`src/rtl/mem_responder_if.sv`:
```
// Bus bundle between the controller side and mem_responder:
// CPU read/write strobes, boot-loader stream and status flags.
interface mem_responder_if #(
  parameter int AW = 5,
  parameter int DW = 8
);
  logic [AW-1:0] addr;
  logic          rd;
  logic          wr;
  logic [DW-1:0] wdata;
  logic          halt;
  logic [DW-1:0] rdata;
  logic          rdata_vld;
  logic          ld_valid;
  logic [DW-1:0] ld_data;
  logic          ld_last;
  logic          ld_ready;
  logic          cpu_rst;
  logic          boot_done;
  logic          coll_err;
  logic          wp_err;

  modport master (
    output addr, rd, wr, wdata, halt,
    output ld_valid, ld_data, ld_last,
    input  rdata, rdata_vld, ld_ready,
    input  cpu_rst, boot_done, coll_err, wp_err
  );

  modport slave (
    input  addr, rd, wr, wdata, halt,
    input  ld_valid, ld_data, ld_last,
    output rdata, rdata_vld, ld_ready,
    output cpu_rst, boot_done, coll_err, wp_err
  );
endinterface

```
`src/rtl/mem_responder.sv`:
```
// Memory responder: boot-loader image streaming plus CPU rd/wr service.
// Optional write protection via MEM_RESPONDER_WRPROTECT_EN.
module mem_responder #(
  parameter int AW         = 5,
  parameter int DW         = 8,
  parameter int PROT_LIMIT = 8
) (
  input  logic           clk,
  input  logic           rst_n,
  mem_responder_if.slave bus
);
  localparam int DEPTH = 1 << AW;

  typedef enum logic {
    LOAD,
    SERVE
  } state_e;

  state_e        state_q, state_d;
  logic [AW-1:0] ptr_q, ptr_d;
  logic [DW-1:0] rdata_q, rdata_d;
  logic          vld_q, vld_d;
  logic          rdy_q, rdy_d;
  logic          cpu_rst_q, cpu_rst_d;
  logic          boot_q, boot_d;
  logic          coll_q, coll_d;
  logic          wp_q, wp_d;

  logic [DW-1:0] mem_q [DEPTH];
  logic          we;
  logic [AW-1:0] waddr;
  logic [DW-1:0] wdat;
  logic          ld_hs;

`ifdef MEM_RESPONDER_WRPROTECT_EN
  localparam logic [AW:0] ProtLim = PROT_LIMIT[AW:0];
  logic prot_hit;
  assign prot_hit = {1'b0, bus.addr} < ProtLim;
`else
  localparam int unused_prot_limit = PROT_LIMIT;
`endif

  assign ld_hs = (state_q == LOAD) && bus.ld_valid && rdy_q;

  always_comb begin
    state_d = state_q;
    ptr_d   = ptr_q;
    rdata_d = rdata_q;
    vld_d   = 1'b0;
    coll_d  = coll_q;
    wp_d    = wp_q;
    we      = 1'b0;
    waddr   = ptr_q;
    wdat    = bus.ld_data;
    unique case (state_q)
      LOAD: begin
        if (ld_hs) begin
          we = 1'b1;
          if (bus.ld_last || (ptr_q == '1)) begin
            state_d = SERVE;
          end else begin
            ptr_d = ptr_q + 1'b1;
          end
        end
      end
      SERVE: begin
        if (bus.wr) begin
          waddr = bus.addr;
          wdat  = bus.wdata;
`ifdef MEM_RESPONDER_WRPROTECT_EN
          if (prot_hit) begin
            wp_d = 1'b1;
          end else begin
            we = 1'b1;
          end
`else
          we = 1'b1;
`endif
        end
        // write wins a collision; the read is simply dropped
        if (bus.rd && bus.wr) begin
          coll_d = 1'b1;
        end
        if (bus.rd && !bus.wr) begin
          vld_d   = 1'b1;
          rdata_d = mem_q[bus.addr];
        end
        // reload beat is not consumed here; ld_ready rises first
        if (bus.halt && bus.ld_valid) begin
          state_d = LOAD;
          ptr_d   = '0;
        end
      end
      default: state_d = LOAD;
    endcase
    rdy_d     = (state_d == LOAD);
    cpu_rst_d = (state_d == LOAD);
    boot_d    = (state_d == SERVE);
  end

  always_ff @(posedge clk) begin
    if (!rst_n) begin
      state_q   <= LOAD;
      ptr_q     <= '0;
      rdata_q   <= '0;
      vld_q     <= 1'b0;
      rdy_q     <= 1'b0;
      cpu_rst_q <= 1'b1;
      boot_q    <= 1'b0;
      coll_q    <= 1'b0;
      wp_q      <= 1'b0;
    end else begin
      state_q   <= state_d;
      ptr_q     <= ptr_d;
      rdata_q   <= rdata_d;
      vld_q     <= vld_d;
      rdy_q     <= rdy_d;
      cpu_rst_q <= cpu_rst_d;
      boot_q    <= boot_d;
      coll_q    <= coll_d;
      wp_q      <= wp_d;
    end
  end

  // contents survive reset; only the write is gated
  always_ff @(posedge clk) begin
    if (rst_n && we) begin
      mem_q[waddr] <= wdat;
    end
  end

  assign bus.rdata     = rdata_q;
  assign bus.rdata_vld = vld_q;
  assign bus.ld_ready  = rdy_q;
  assign bus.cpu_rst   = cpu_rst_q;
  assign bus.boot_done = boot_q;
  assign bus.coll_err  = coll_q;
`ifdef MEM_RESPONDER_WRPROTECT_EN
  assign bus.wp_err    = wp_q;
`else
  assign bus.wp_err    = 1'b0;
`endif
endmodule
```
`src/flat_wrapper.sv`:
```
// flat-port wrapper written by rule: the top's interface ports become plain ports
module mem_responder_flat 
#(
  parameter int AW         = 5,
  parameter int DW         = 8,
  parameter int PROT_LIMIT = 8
)
  (clk, rst_n, bus_addr, bus_rd, bus_wr, bus_wdata, bus_halt, bus_ld_valid, bus_ld_data, bus_ld_last, bus_rdata, bus_rdata_vld, bus_ld_ready, bus_cpu_rst, bus_boot_done, bus_coll_err, bus_wp_err);
  mem_responder_if #(.AW(AW), .DW(DW)) bus_i ();
  input  logic clk;
  input  logic rst_n;
  input wire logic [$bits(bus_i.addr)-1:0] bus_addr;
  input wire logic [$bits(bus_i.rd)-1:0] bus_rd;
  input wire logic [$bits(bus_i.wr)-1:0] bus_wr;
  input wire logic [$bits(bus_i.wdata)-1:0] bus_wdata;
  input wire logic [$bits(bus_i.halt)-1:0] bus_halt;
  input wire logic [$bits(bus_i.ld_valid)-1:0] bus_ld_valid;
  input wire logic [$bits(bus_i.ld_data)-1:0] bus_ld_data;
  input wire logic [$bits(bus_i.ld_last)-1:0] bus_ld_last;
  output wire logic [$bits(bus_i.rdata)-1:0] bus_rdata;
  output wire logic [$bits(bus_i.rdata_vld)-1:0] bus_rdata_vld;
  output wire logic [$bits(bus_i.ld_ready)-1:0] bus_ld_ready;
  output wire logic [$bits(bus_i.cpu_rst)-1:0] bus_cpu_rst;
  output wire logic [$bits(bus_i.boot_done)-1:0] bus_boot_done;
  output wire logic [$bits(bus_i.coll_err)-1:0] bus_coll_err;
  output wire logic [$bits(bus_i.wp_err)-1:0] bus_wp_err;
  assign bus_i.addr = bus_addr;
  assign bus_i.rd = bus_rd;
  assign bus_i.wr = bus_wr;
  assign bus_i.wdata = bus_wdata;
  assign bus_i.halt = bus_halt;
  assign bus_i.ld_valid = bus_ld_valid;
  assign bus_i.ld_data = bus_ld_data;
  assign bus_i.ld_last = bus_ld_last;
  assign bus_rdata = bus_i.rdata;
  assign bus_rdata_vld = bus_i.rdata_vld;
  assign bus_ld_ready = bus_i.ld_ready;
  assign bus_cpu_rst = bus_i.cpu_rst;
  assign bus_boot_done = bus_i.boot_done;
  assign bus_coll_err = bus_i.coll_err;
  assign bus_wp_err = bus_i.wp_err;
  mem_responder #(.AW(AW), .DW(DW), .PROT_LIMIT(PROT_LIMIT)) u_core (.clk(clk), .rst_n(rst_n), .bus(bus_i));
endmodule
```
`config.mk`:
```
export PLATFORM = sky130hd
export DESIGN_NAME = mem_responder_flat
export DESIGN_NICKNAME = d
export VERILOG_FILES = /design/src/rtl/mem_responder_if.sv /design/src/rtl/mem_responder.sv /design/src/flat_wrapper.sv
export SDC_FILE = /design/constraint.sdc
export NUM_CORES = 1
export LEC_CHECK = 0
export ABC_CLOCK_PERIOD_IN_PS = 4580
export CORE_UTILIZATION = 55
export DETAILED_ROUTE_END_ITERATION = 10
export PLACE_DENSITY = 0.75
export SYNTH_ARGS = -nofsm -noshare
export SYNTH_HDL_FRONTEND = slang
export SYNTH_SLANG_ARGS = --single-unit
```
`constraint.sdc`:
```
create_clock -name clk -period 4.58 [get_ports clk]
set_input_delay 0.458 -clock clk [delete_from_list [all_inputs] [get_ports clk]]
set_output_delay 0.458 -clock clk [all_outputs]
set_load 0.005 [all_outputs]
```
Word level (Yosys, flattened, before mapping)
Memory sizes are Yosys's and may differ from the RTL's. A register that Yosys moved wholly into a read port is not among the register bits.
Cells that the tools add are included.

storage, ports and cells
  bits in registers = 10
  latch bits = 0
  RAM bits = 256
  bits in read-only memories = 0
  input bits = 28
  output and inout port bits = 14
  logic and storage cells = 45
  memories = 1

memories
  memory        words  bits a word  read ports  clocked after Yosys merged registers in  write ports  RTL line             source
  u_core.mem_q  32     8            1           1                                        1            mem_responder.sv:29  logic [DW-1:0] mem_q [DEPTH];

cells by class
  add/subtract/negate cells = 1
  $mul = 0
  divide/modulo/power cells = 0
  $lt $le $gt $ge = 0
  equality and inequality tests = 4
  shift operators = 0
  mux-type cells = 18
  bitwise gates (word level) = 2
  reduce and logical (&&, ||, !) cells = 13

operators by type and width
  operator                                                         number
  5-bit 2-to-1 mux                                                 5
  8-bit 2-to-1 mux                                                 2
  5-bit case mux with 2 select lines                               1
  1-bit 2-to-1 mux                                                 8
  1-bit logical AND                                                6
  2-bit AND reduction                                              3
  5-bit by 1-bit adder with 5-bit output, second input constant    1
  5-bit == test, second input constant                             1
  2-bit != test, second input constant                             2
  1-bit case mux with 2 select lines                               2
  3-bit AND reduction                                              1
  1-bit zero test                                                  2
  2-bit by 1-bit != test with 1-bit output, second input constant  1
  1-bit inverter                                                   2
  1-bit logical OR                                                 1

Depth between registers and ports, before layout
Gate-level depths: netlist (run 1).

  depth in word-level cells = 8
  depth in mapped cells = 8
  mapped depth without buffers = 8

Worst setup path before layout (run 1)
No wires, ideal clock.

  path type = input-to-reg
  from = input bus_wr
  to = memory u_core.mem_q[17][0] (enable)
  data arrival time = 1.724 ns
  data required time = 4.210 ns
  slack = 2.485 ns
  stages on the path = 6
  buffers on the path = 1
  path through = and2_1 buf_2 mux2_2 nor2_1 nand2_1 nor2_1

between the ends
  word-level cells in the longest chain between the ends = 5

ends and longest elaborated chain
  element                                 RTL line              source
  start, declared                         flat_wrapper.sv:14    input wire logic [$bits(bus_i.wr)-1:0] bus_wr;
  1-bit 2-to-1 mux                        mem_responder.sv:67   if (bus.wr) begin
  1-bit case mux with 2 select lines      mem_responder.sv:55   unique case (state_q)
  1-bit logical AND                       mem_responder.sv:127  if (rst_n && we) begin
  1-bit 2-to-1 mux                        mem_responder.sv:127
  1-bit 2-to-1 mux (not written as such)  mem_responder.sv:128  mem_q[waddr] <= wdat;
  end, declared                           mem_responder.sv:29

Several ways; a longest one is shown, not always the timed one.

==> results of run 1 <==
per-stage QoR:
stage               cell area (um2)  hold slack, ns  instances  utilization (%)
floorplan                     11000           0.471        677                -
global placement              11600           0.506        952             59.1
detailed placement            11600           0.503        952             59.1
CTS                           12400           0.521       1000             63.4
global route                  12400           0.535       1000             63.4
finish                        12400           0.520       1000             63.4
worst max-delay path, delay by kind of cell:
kind / cells / cell delay [ns]
compound gates: 3 / 0.71
buf+inv: 1 / 0.62
simple gates: 2 / 1.26
power groups by stage:
stage          registers [W]  logic (W)  clock network (W)
4_1_cts              0.00276   0.000274            0.00212
3_5_place_dp         0.00281   0.000274                  0
3_3_place_gp         0.00281   0.000267                  0
5_1_grt              0.00276   0.000292            0.00221
2_1_floorplan        0.00281   0.000174                  0
6_report             0.00276   0.000277            0.00209
registers in the layout, indices dropped and copies added (netlist names):
register	count
u_core.bus.cpu_rst	1
u_core.ptr_q	5
u_core.mem_q	256
u_core.bus.ld_ready	1
u_core.bus.boot_done	1
u_core.bus.coll_err	1
u_core.bus.rdata	8
u_core.bus.rdata_vld	1
worst max-delay path by stage:
stage                         start                   to  slack [ns]  cells past startpoint
2_1_floorplan                bus_wr  u_core.mem_q[17][0]        2.49                      6
3_3_place_gp                 bus_wr  u_core.mem_q[23][7]        1.56                      7
3_5_place_dp            bus_addr[1]  u_core.bus.rdata[3]        1.50                      6
4_1_cts        u_core.bus.boot_done  u_core.mem_q[23][0]        1.98                      6
5_1_grt        u_core.bus.boot_done   u_core.mem_q[6][6]        1.76                      5
6_report                bus_addr[1]  u_core.bus.rdata[6]        1.91                      6
cell type report:
cell class / count / area share, %
clock buffers: 38 / 5.93
clock inverters: 10 / 0.866
inverters: 2 / 0.0605
multi-input cells: 361 / 21.8
flip-flops and latches: 274 / 64.8
well taps: 265 / 2.67
repair buffers: 50 / 3.84
cells by family (layout without fill, tap and decap cells):
logic type / Yosys count / after routing / synth area share, %
compound gates: 122 / 122 / 7.05
simple gates: 93 / 93 / 4.11
fa+ha+maj: 2 / 2 / 0.227
mux: 141 / 141 / 12.9
flops: 274 / 274 / 72.9
other cells: 1 / 1 / 0.0340
xor+xnor: 2 / 2 / 0.159
buf+inv: 42 / 100 / 2.62
cells in the mapped netlist:
cell type / n / area, um2
edfxtp_1: 256 / 7690
mux2i_1: 131 / 1310
a22oi_1: 64 / 480
a21oi_1: 41 / 205
nor2_1: 40 / 150
dfxtp_1: 18 / 360
clkbuf_1: 13 / 48.8
nand2_1: 13 / 48.8
o21ai_0: 11 / 55.1
mux2_2: 10 / 113
buf_4: 9 / 67.6
nand3_1: 9 / 45.0
or4_1: 9 / 67.6
buf_2: 8 / 40.0
and2_1: 5 / 31.3
buf_12: 4 / 80.1
nor3b_1: 4 / 30.0
buf_1: 3 / 11.3
buf_6: 3 / 33.8
nor2b_1: 3 / 18.8
o21ai_1: 3 / 15.0
a21boi_0: 2 / 15.0
ha_1: 2 / 25.0
inv_1: 2 / 7.51
nand2b_1: 2 / 12.5
nor3_1: 2 / 10.0
or2_2: 2 / 12.5
xor2_1: 2 / 17.5
and3_1: 1 / 6.26
and3b_1: 1 / 8.76
conb_1: 1 / 3.75
nand4_1: 1 / 6.26
nor4_1: 1 / 6.26
o21a_1: 1 / 7.51
metal layers:
layer | vias up | wire, um
met5 | - | 0
met4 | 0 | 798
met3 | 60 | 2270
met2 | 300 | 11700
met1 | 3004 | 9720
li1 | 2737 | -
cells in the final DEF (no fill, tap or decap), drive strengths merged, types with 2 or more instances in the layout:
cell           Yosys  layout
ha                 2       2
buf               27      11
mux2              10      10
dfxtp             18      18
a21boi             2       2
nand2             13      13
o21ai             14      14
nor3b              4       4
nor2              40      40
xor2               2       2
edfxtp           256     256
and2               5       5
clkbuf            13      38
clkinv             0       7
nand3              9       9
a21oi             41      41
inv                2       2
or2                2       2
nand2b             2       2
bufinv             0       2
mux2i            131     131
or4                9       9
nor2b              3       3
a22oi             64      64
nor3               2       2
clkdlybuf4s50      0      39
==> run_results.csv, run 1 <==
group,metric,value,unit
grt,grtUsageMet1,33.5,%
timing,tns,0,ns
grt,gr-total-overflow,0,
final_layout,drive_gt1_share,8.57,%
place,place_congestion,0.846,
clock_tree,clkTransAtPathRegs,0.06,ns
timing,tightest_slew,1.36,ns
clock_tree,cts-root-buf,"clkbuf_16",
timing,max_freq,374,MHz
grt,grt.busiest_layer,"met2",
clock_tree,cts_tree,"done",
timing,finalCritPeriodShare,58.4,%
setup_path,end_kind,"flop",
synthesis,synth.avg_cell_area,16.3,um2
final_layout,antenna_cells,0,
grt,use_met3,4.67,%
place,place_ws,1.50,ns
clock_tree,clock_latency,0.53,ns
synthesis,ys_types,34,
grt,grt_pass1_vias,6160,
setup_path,r2r-end,"u_core.mem_q[2][7]",
timing,timing.final.ws_setup,1.91,ns
final_layout,register_area,8050,um2
timing,grt_setup_unrepaired,"false",
die,ios,42,
detailed_routing,wire_per_inst,24.5,um
die,rows,51,
pwr,switching_share,20.4,%
setup_path,crit_fanout,32,
synthesis,yosysSeqAreaShare,72.9,%
detailed_routing,drcViolationCount,0,
place,place.port_buffers,40,
timing,max_slew_margin,9.10,%
timing,period_needed,2.67,ns
setup_path,crit_chain,"clkdlybuf4s50_1 -> and2_1 -> a22oi_1 -> a21oi_1 -> or4_1 -> a21oi_1",
timing,slew_viol_final,0,
setup_path,crit_top_cell,"a21oi_1",
timing,fin_skew,0.0105,ns
die,initial_core_util,56.4,%
final_layout,area_delta_synth_final,12.5,%
hold_path,min-delay-start,"u_core.bus.coll_err",
pwr,power_switching,0.00105,W
setup_path,path_class,"in -> reg",
clock_tree,cts_setup_buffers,0,
synthesis,syn_nets,707,
setup_path,crit_required,4.97,ns
grt,use_met2,40.6,%
synthesis,yosys_warnings,0,
grt,track_usage,24.8,%
setup_path,worstPathArrival,3.06,ns
timing,setup_viol,0,
detailed_routing,viasPerCell,6.10,
pwr,p_seq_share,53.8,%
grt,grt_max_degree,61,
final_layout,fillers,1374,
clock_tree,post_cts_resized,0,
synthesis,synth_cells,677,
pwr,p_comb_share,5.4,%
pwr,power,0.00513,W
timing,hold_violations,0,
pwr,internal_power,0.00408,W
die,fp.dieW,144,um
setup_path,reg2reg_from,"u_core.bus.boot_done",
setup_path,reg2reg_slack,1.97,ns
die,fp.dieH,144,um
clock_tree,clock_sinks,274,
die,dieArea,20600,um2
setup_path,r2r_cells,5,
grt,antenna_found_initial,0,
clock_tree,cts_buffer_depth,3,
hold_path,hp-class,"reg -> reg",
synthesis,syn-cell-area,11000,um2
job,maxCapViolCount,0,
pwr,power.share.clock,40.8,%
final_layout,nets,745,
detailed_routing,num_vias,6101,
grt,grt_pass1_wl,36.4,mm
pwr,power_density,413,nW/um2
pwr,p_leak,4.25,nW
final_layout,multi_input_area,2710,um2
pwr,peakVddDrop,0.000362,V
synthesis,ys_ff_latch,274,
detailed_routing,first_pass_iters,5,
hold_path,hold_depth,2,
die,coreArea,19600,um2
clock_tree,cts_buffers,26,
run_status,status,"finished clean",
detailed_routing,routed_wl,24.5,mm
clock_tree,hold_buffers,0,
setup_path,crit_path_top_delay_cell,"and2_1",
clock_tree,htree_num_levels,1,
detailed_routing,drt_iter0_markers,570,
detailed_routing,ant_nets,0,
place,post-dp-hpwl,15.5,mm
setup_path,cpPeakStageDelay,1.10,ns
setup_path,start_kind,"input port",
hold_path,hold_end,"u_core.bus.coll_err",
Note: power is estimated with default switching activity, not from simulation.
==> inputs of run 2 (changes only) <==
--- a/config.mk
+++ b/config.mk
@@ -5,7 +5,7 @@
 export SDC_FILE = /design/constraint.sdc
 export NUM_CORES = 1
 export LEC_CHECK = 0
-export ABC_CLOCK_PERIOD_IN_PS = 4580
+export ABC_CLOCK_PERIOD_IN_PS = 2710
 export CORE_UTILIZATION = 55
 export DETAILED_ROUTE_END_ITERATION = 10
 export PLACE_DENSITY = 0.75
==> constraint.sdc (replaced) <==
create_clock -name clk -period 2.71 [get_ports clk]
set_input_delay 0.271 -clock clk [delete_from_list [all_inputs] [get_ports clk]]
set_output_delay 0.271 -clock clk [all_outputs]
set_load 0.005 [all_outputs]
==> run 2 against run 1 <==
Net effect: critical endpoint is now u_core.mem_q[21][6]; critical path depth down 1; non-clock buffer count up 30; highest routed layer unchanged; via count up 1.3%; count of clock-buffer cells in the layout up 7; flip-flop and latch count unchanged.
==> run_results.csv, run 2 (same netlist as run 1, synthesis figures left out) <==
group,metric,value,unit
die,fp.dieH,144,um
die,initial_core_util,56.4,%
die,coreArea,19600,um2
place,place_congestion,0.840,
grt,track_usage,24.1,%
detailed_routing,drt_iter0_markers,662,
timing,grt_setup_unrepaired,"false",
clock_tree,clock_sinks,274,
grt,antenna_found_initial,0,
setup_path,crit_required,2.88,ns
clock_tree,htree_num_levels,1,
place,place.port_buffers,40,
setup_path,r2r-end,"u_core.mem_q[21][6]",
setup_path,crit_fanout,8,
pwr,power,0.00874,W
timing,setup_viol,0,
detailed_routing,routed_wl,23.9,mm
timing,fin_skew,0.0187,ns
timing,hold_violations,0,
final_layout,fin_cells,1030,
final_layout,area_delta_synth_final,15.3,%
timing,finalCritPeriodShare,89.1,%
clock_tree,cts_buffers,26,
clock_tree,hold_buffers,0,
final_layout,nets,775,
detailed_routing,first_pass_iters,5,
detailed_routing,ant_nets,0,
clock_tree,clkTransAtPathRegs,0.06,ns
detailed_routing,wire_per_inst,23.2,um
die,rows,51,
clock_tree,cts_setup_buffers,0,
setup_path,path_class,"reg -> reg",
hold_path,min-delay-start,"bus_rd",
run_status,status,"finished clean",
pwr,power_density,686,nW/um2
die,ios,42,
hold_path,hp-class,"in -> reg",
timing,tightest_slew,0.993,ns
timing,timing.final.ws_setup,0.296,ns
timing,slew_viol_final,0,
detailed_routing,drcViolationCount,0,
timing,max_slew_margin,33.4,%
timing,max_freq,414,MHz
setup_path,end_kind,"flop",
final_layout,drive_gt1_share,12.4,%
hold_path,hold_end,"u_core.bus.coll_err",
clock_tree,cts_buffer_depth,3,
job,maxCapViolCount,0,
setup_path,reg2reg_from,"u_core.bus.boot_done",
final_layout,antenna_cells,0,
pwr,p_leak,4.45,nW
grt,grt_pass1_vias,6098,
final_layout,largest-register,"u_core.mem_q",
die,dieArea,20600,um2
place,postPlaceCellArea,11900,um2
setup_path,worstPathArrival,2.59,ns
detailed_routing,viasPerCell,6.00,
clock_tree,clock_latency,0.53,ns
setup_path,start_kind,"flop",
place,place_ws,-0.0144,ns
die,fp.dieW,144,um
detailed_routing,num_vias,6183,
timing,period_needed,2.41,ns
clock_tree,cts_tree,"done",
clock_tree,post_cts_resized,0,
final_layout,fin_area,12700,um2
final_layout,largest_register_ffs,256,
grt,grt_pass1_wl,36.0,mm
setup_path,r2r_cells,5,
pwr,peakVddDrop,0.000494,V
grt,grt_max_degree,40,
clock_tree,cts-root-buf,"clkbuf_16",
place,place.detailed.instances,982,
hold_path,hold_depth,3,
grt,gr-total-overflow,0,
final_layout,mostFrequentLayoutCells,"edfxtp_1 (256), mux2i_1 (131), a22oi_1 (64), a21oi_1 (41)",
final_layout,layout_commonest_cell,"edfxtp_1",
setup_path,reg2reg_slack,0.30,ns
place,post-dp-hpwl,15.0,mm
[run 2: worst max-delay path, stage by stage, from the launching register on]
cell     delay, ns
dfxtp_1       0.34
and2_1        0.31
buf_4         0.18
nor3b_1       0.04
o21ai_1       0.78
nor2_1        0.41
[run 2: metrics by stage]
step	setup TNS (ns)	util, %	hold WS, ns
floorplan	0	-	0.399
global placement	0	60.5	0.490
detailed placement	-0.290	60.5	0.504
CTS	0	65.0	0.393
global route	0	65.0	0.427
finish	0	65.0	0.405
[run 2: area by class of cell]
cell class              count  area, um2
clock buffers              45        856
clock inverters             3       15.0
fillers                  1341       6860
inverters                   2       7.51
multi-input cells         361       2710
flip-flops and latches    274       8050
well taps                 265        332
repair buffers             80        764
[run 2: how the worst max path moves through the flow]
stage / startpoint / to / slack (ns) / cells past startpoint
2_1_floorplan: u_core.bus.boot_done / u_core.mem_q[17][0] / 0.62 / 6
3_3_place_gp: bus_wr / u_core.mem_q[13][6] / 0.07 / 6
3_5_place_dp: bus_wr / u_core.mem_q[13][3] / -0.01 / 6
4_1_cts: u_core.bus.boot_done / u_core.mem_q[22][1] / 0.39 / 5
5_1_grt: u_core.bus.boot_done / u_core.mem_q[21][6] / 0.20 / 6
6_report: u_core.bus.boot_done / u_core.mem_q[21][6] / 0.30 / 5
[run 2: per-layer routing]
metal  vias up  part of all wire, %  GRT usage, %
met5         -                    0             0
met4         0                  2.2          6.72
met3        49                  7.2          3.73
met2       270                   49          39.6
met1      3076                   42          33.7
li1       2788                    -             -
[run 2: power breakdown]
group | switching, W | internal (W) | total (W) | leakage, nW
clock network | 0.00145 | 0.00213 | 0.00359 | 0.430
registers | 0.00000780 | 0.00465 | 0.00466 | 2.45
logic | 0.000303 | 0.000185 | 0.000488 | 1.57
==> inputs of run 3 (changes only) <==
--- a/config.mk
+++ b/config.mk
@@ -6,9 +6,10 @@
 export NUM_CORES = 1
 export LEC_CHECK = 0
 export ABC_CLOCK_PERIOD_IN_PS = 2710
-export CORE_UTILIZATION = 55
+export CORE_UTILIZATION = 33
+export CTS_CLUSTER_DIAMETER = 120
 export DETAILED_ROUTE_END_ITERATION = 10
-export PLACE_DENSITY = 0.75
+export PLACE_DENSITY = 0.56
 export SYNTH_ARGS = -nofsm -noshare
 export SYNTH_HDL_FRONTEND = slang
 export SYNTH_SLANG_ARGS = --single-unit
==> run 3 against run 2 <==
Net effect: via count shrank 3.0%; clock skew is 0.011 ns lower; largest cell class unchanged; cell area increased by 2.3%.
==> run_results.csv, run 3 (same netlist as run 1, synthesis figures left out) <==
group,metric,value,unit
run_status,status,"finished clean",
clock_tree,htree_num_levels,1,
job,maxCapViolCount,0,
die,initial_core_util,33.8,%
final_layout,largest_register_ffs,256,
clock_tree,clock_latency,0.53,ns
timing,period_needed,2.42,ns
detailed_routing,first_pass_iters,5,
timing,fin_skew,0.00791,ns
setup_path,startpoint,"u_core.bus.boot_done",
die,dieArea,34200,um2
setup_path,reg2reg_slack,0.29,ns
clock_tree,hold_buffers,0,
final_layout,largest-register,"u_core.mem_q",
die,coreArea,32700,um2
setup_path,crit_path_top_delay_cell,"o21ai_1",
setup_path,critPathBufInv,1,
final_layout,register_area,8050,um2
final_layout,fillers,3102,
timing,grt_setup_unrepaired,"false",
detailed_routing,routed_wl,24.8,mm
timing,timing.final.ws_setup,0.294,ns
clock_tree,cts-root-buf,"clkbuf_16",
grt,gr-total-overflow,0,
final_layout,multi_input_area,2710,um2
setup_path,worstPathArrival,2.70,ns
setup_path,start_kind,"flop",
detailed_routing,drt_iter0_markers,530,
grt,grt_pass1_vias,5929,
clock_tree,cts_buffer_depth,3,
final_layout,layout_commonest_cell,"edfxtp_1",
grt,track_usage,14.7,%
clock_tree,cts_buffers,26,
detailed_routing,ant_nets,0,
grt,antenna_found_initial,0,
final_layout,drive_gt1_share,14.0,%
timing,max_freq,414,MHz
timing,setup_viol,0,
place,place_congestion,0.786,
detailed_routing,viasPerCell,4.91,
clock_tree,clkTransAtPathRegs,0.06,ns
final_layout,antenna_cells,0,
timing,tns,0,ns
setup_path,end_kind,"flop",
timing,tightest_slew,1.08,ns
clock_tree,cts_setup_buffers,0,
final_layout,mostFrequentLayoutCells,"edfxtp_1 (256), mux2i_1 (131), a22oi_1 (64), buf_4 (50), a21oi_1 (41)",
clock_tree,post_cts_resized,0,
place,post-dp-hpwl,15.8,mm
detailed_routing,num_vias,5995,
clock_tree,cts_tree,"done",
timing,hold_violations,0,
setup_path,critPathTopFamily,"compound AO/OA/AOI/OAI gates",
hold_path,hp-class,"in -> reg",
place,place.port_buffers,40,
timing,finalCritPeriodShare,89.2,%
timing,max_slew_margin,27.7,%
detailed_routing,drcViolationCount,0,
pwr,peakVddDrop,0.000472,V
setup_path,cpPeakStageDelay,0.84,ns
grt,grt_pass1_wl,37.1,mm
final_layout,area_delta_synth_final,18.0,%
die,fp.dieH,185,um
grt,grt_max_degree,38,
setup_path,crit_chain,"and2_1 -> nor3b_1 -> o21ai_1 -> nor2_1 -> buf_4",
pwr,p_leak,4.51,nW
die,ios,42,
setup_path,path_class,"reg -> reg",
detailed_routing,wire_per_inst,20.3,um
hold_path,min-delay-start,"bus_rd",
setup_path,crit_fanout,9,
timing,slew_viol_final,0,
setup_path,crit_required,2.99,ns
place,place_ws,0.0161,ns
die,fp.dieW,185,um
final_layout,nets,790,
pwr,power_density,665,nW/um2
clock_tree,clock_sinks,274,
die,rows,66,
setup_path,reg2reg_from,"u_core.bus.boot_done",
run 3: changes by cell type in the layout (fill, tap and decap cells not counted), sizes merged:
cell	delta
clkbuf	-12
buf	+15
bufinv	+2
clkinv	+10
run 3: power breakdown:
| part | leakage [nW] | internal [W] | switching [W] |
|---|---|---|---|
| Clock | 0.413 | 0.00203 | 0.00148 |
| Sequential | 2.45 | 0.00465 | 0.00000852 |
| Combinational | 1.65 | 0.000186 | 0.000303 |
run 3: routing by layer:
layer / global-route usage (%) / vias up / share of wire [%]
li1: - / 2822 / -
met1: 20.3 / 3021 / 46
met2: 24.0 / 124 / 48
met3: 2.08 / 28 / 3.8
met4: 4.30 / 0 / 2.1
met5: 0 / - / 0
run 3: final timing paths:
path,end,cells past startpoint
max reg2reg,u_core.mem_q[22][6],5
min,u_core.bus.coll_err,3
min reg2reg,u_core.bus.coll_err,2
max,u_core.mem_q[22][6],5
run 3: cell type report:
| type | count | area share [%] |
|---|---|---|
| multi-input cells | 361 | 20.8 |
| clock inverters | 15 | 0.913 |
| well taps | 442 | 4.25 |
| inverters | 2 | 0.0576 |
| repair buffers | 95 | 6.74 |
| clock buffers | 33 | 5.44 |
| flip-flops and latches | 274 | 61.8 |
run 3: worst register-to-register path, stage by stage, from the launching register on:
cell	delay, ns
dfxtp_1	0.47
and2_1	0.42
nor3b_1	0.10
o21ai_1	0.84
nor2_1	0.12
buf_4	0.22
run 3: per-stage QoR:
stage               hold slack (ns)  util [%]  cell area [um2]  instances  total power, W
floorplan                     0.399         -            11000        677         0.00504
global placement              0.477      37.3            12200       1174         0.00524
detailed placement            0.484      37.3            12200       1174         0.00525
CTS                           0.364      39.8            13000       1222         0.00875
global route                  0.397      39.8            13000       1222         0.00894
finish                        0.391      39.8            13000       1222         0.00866
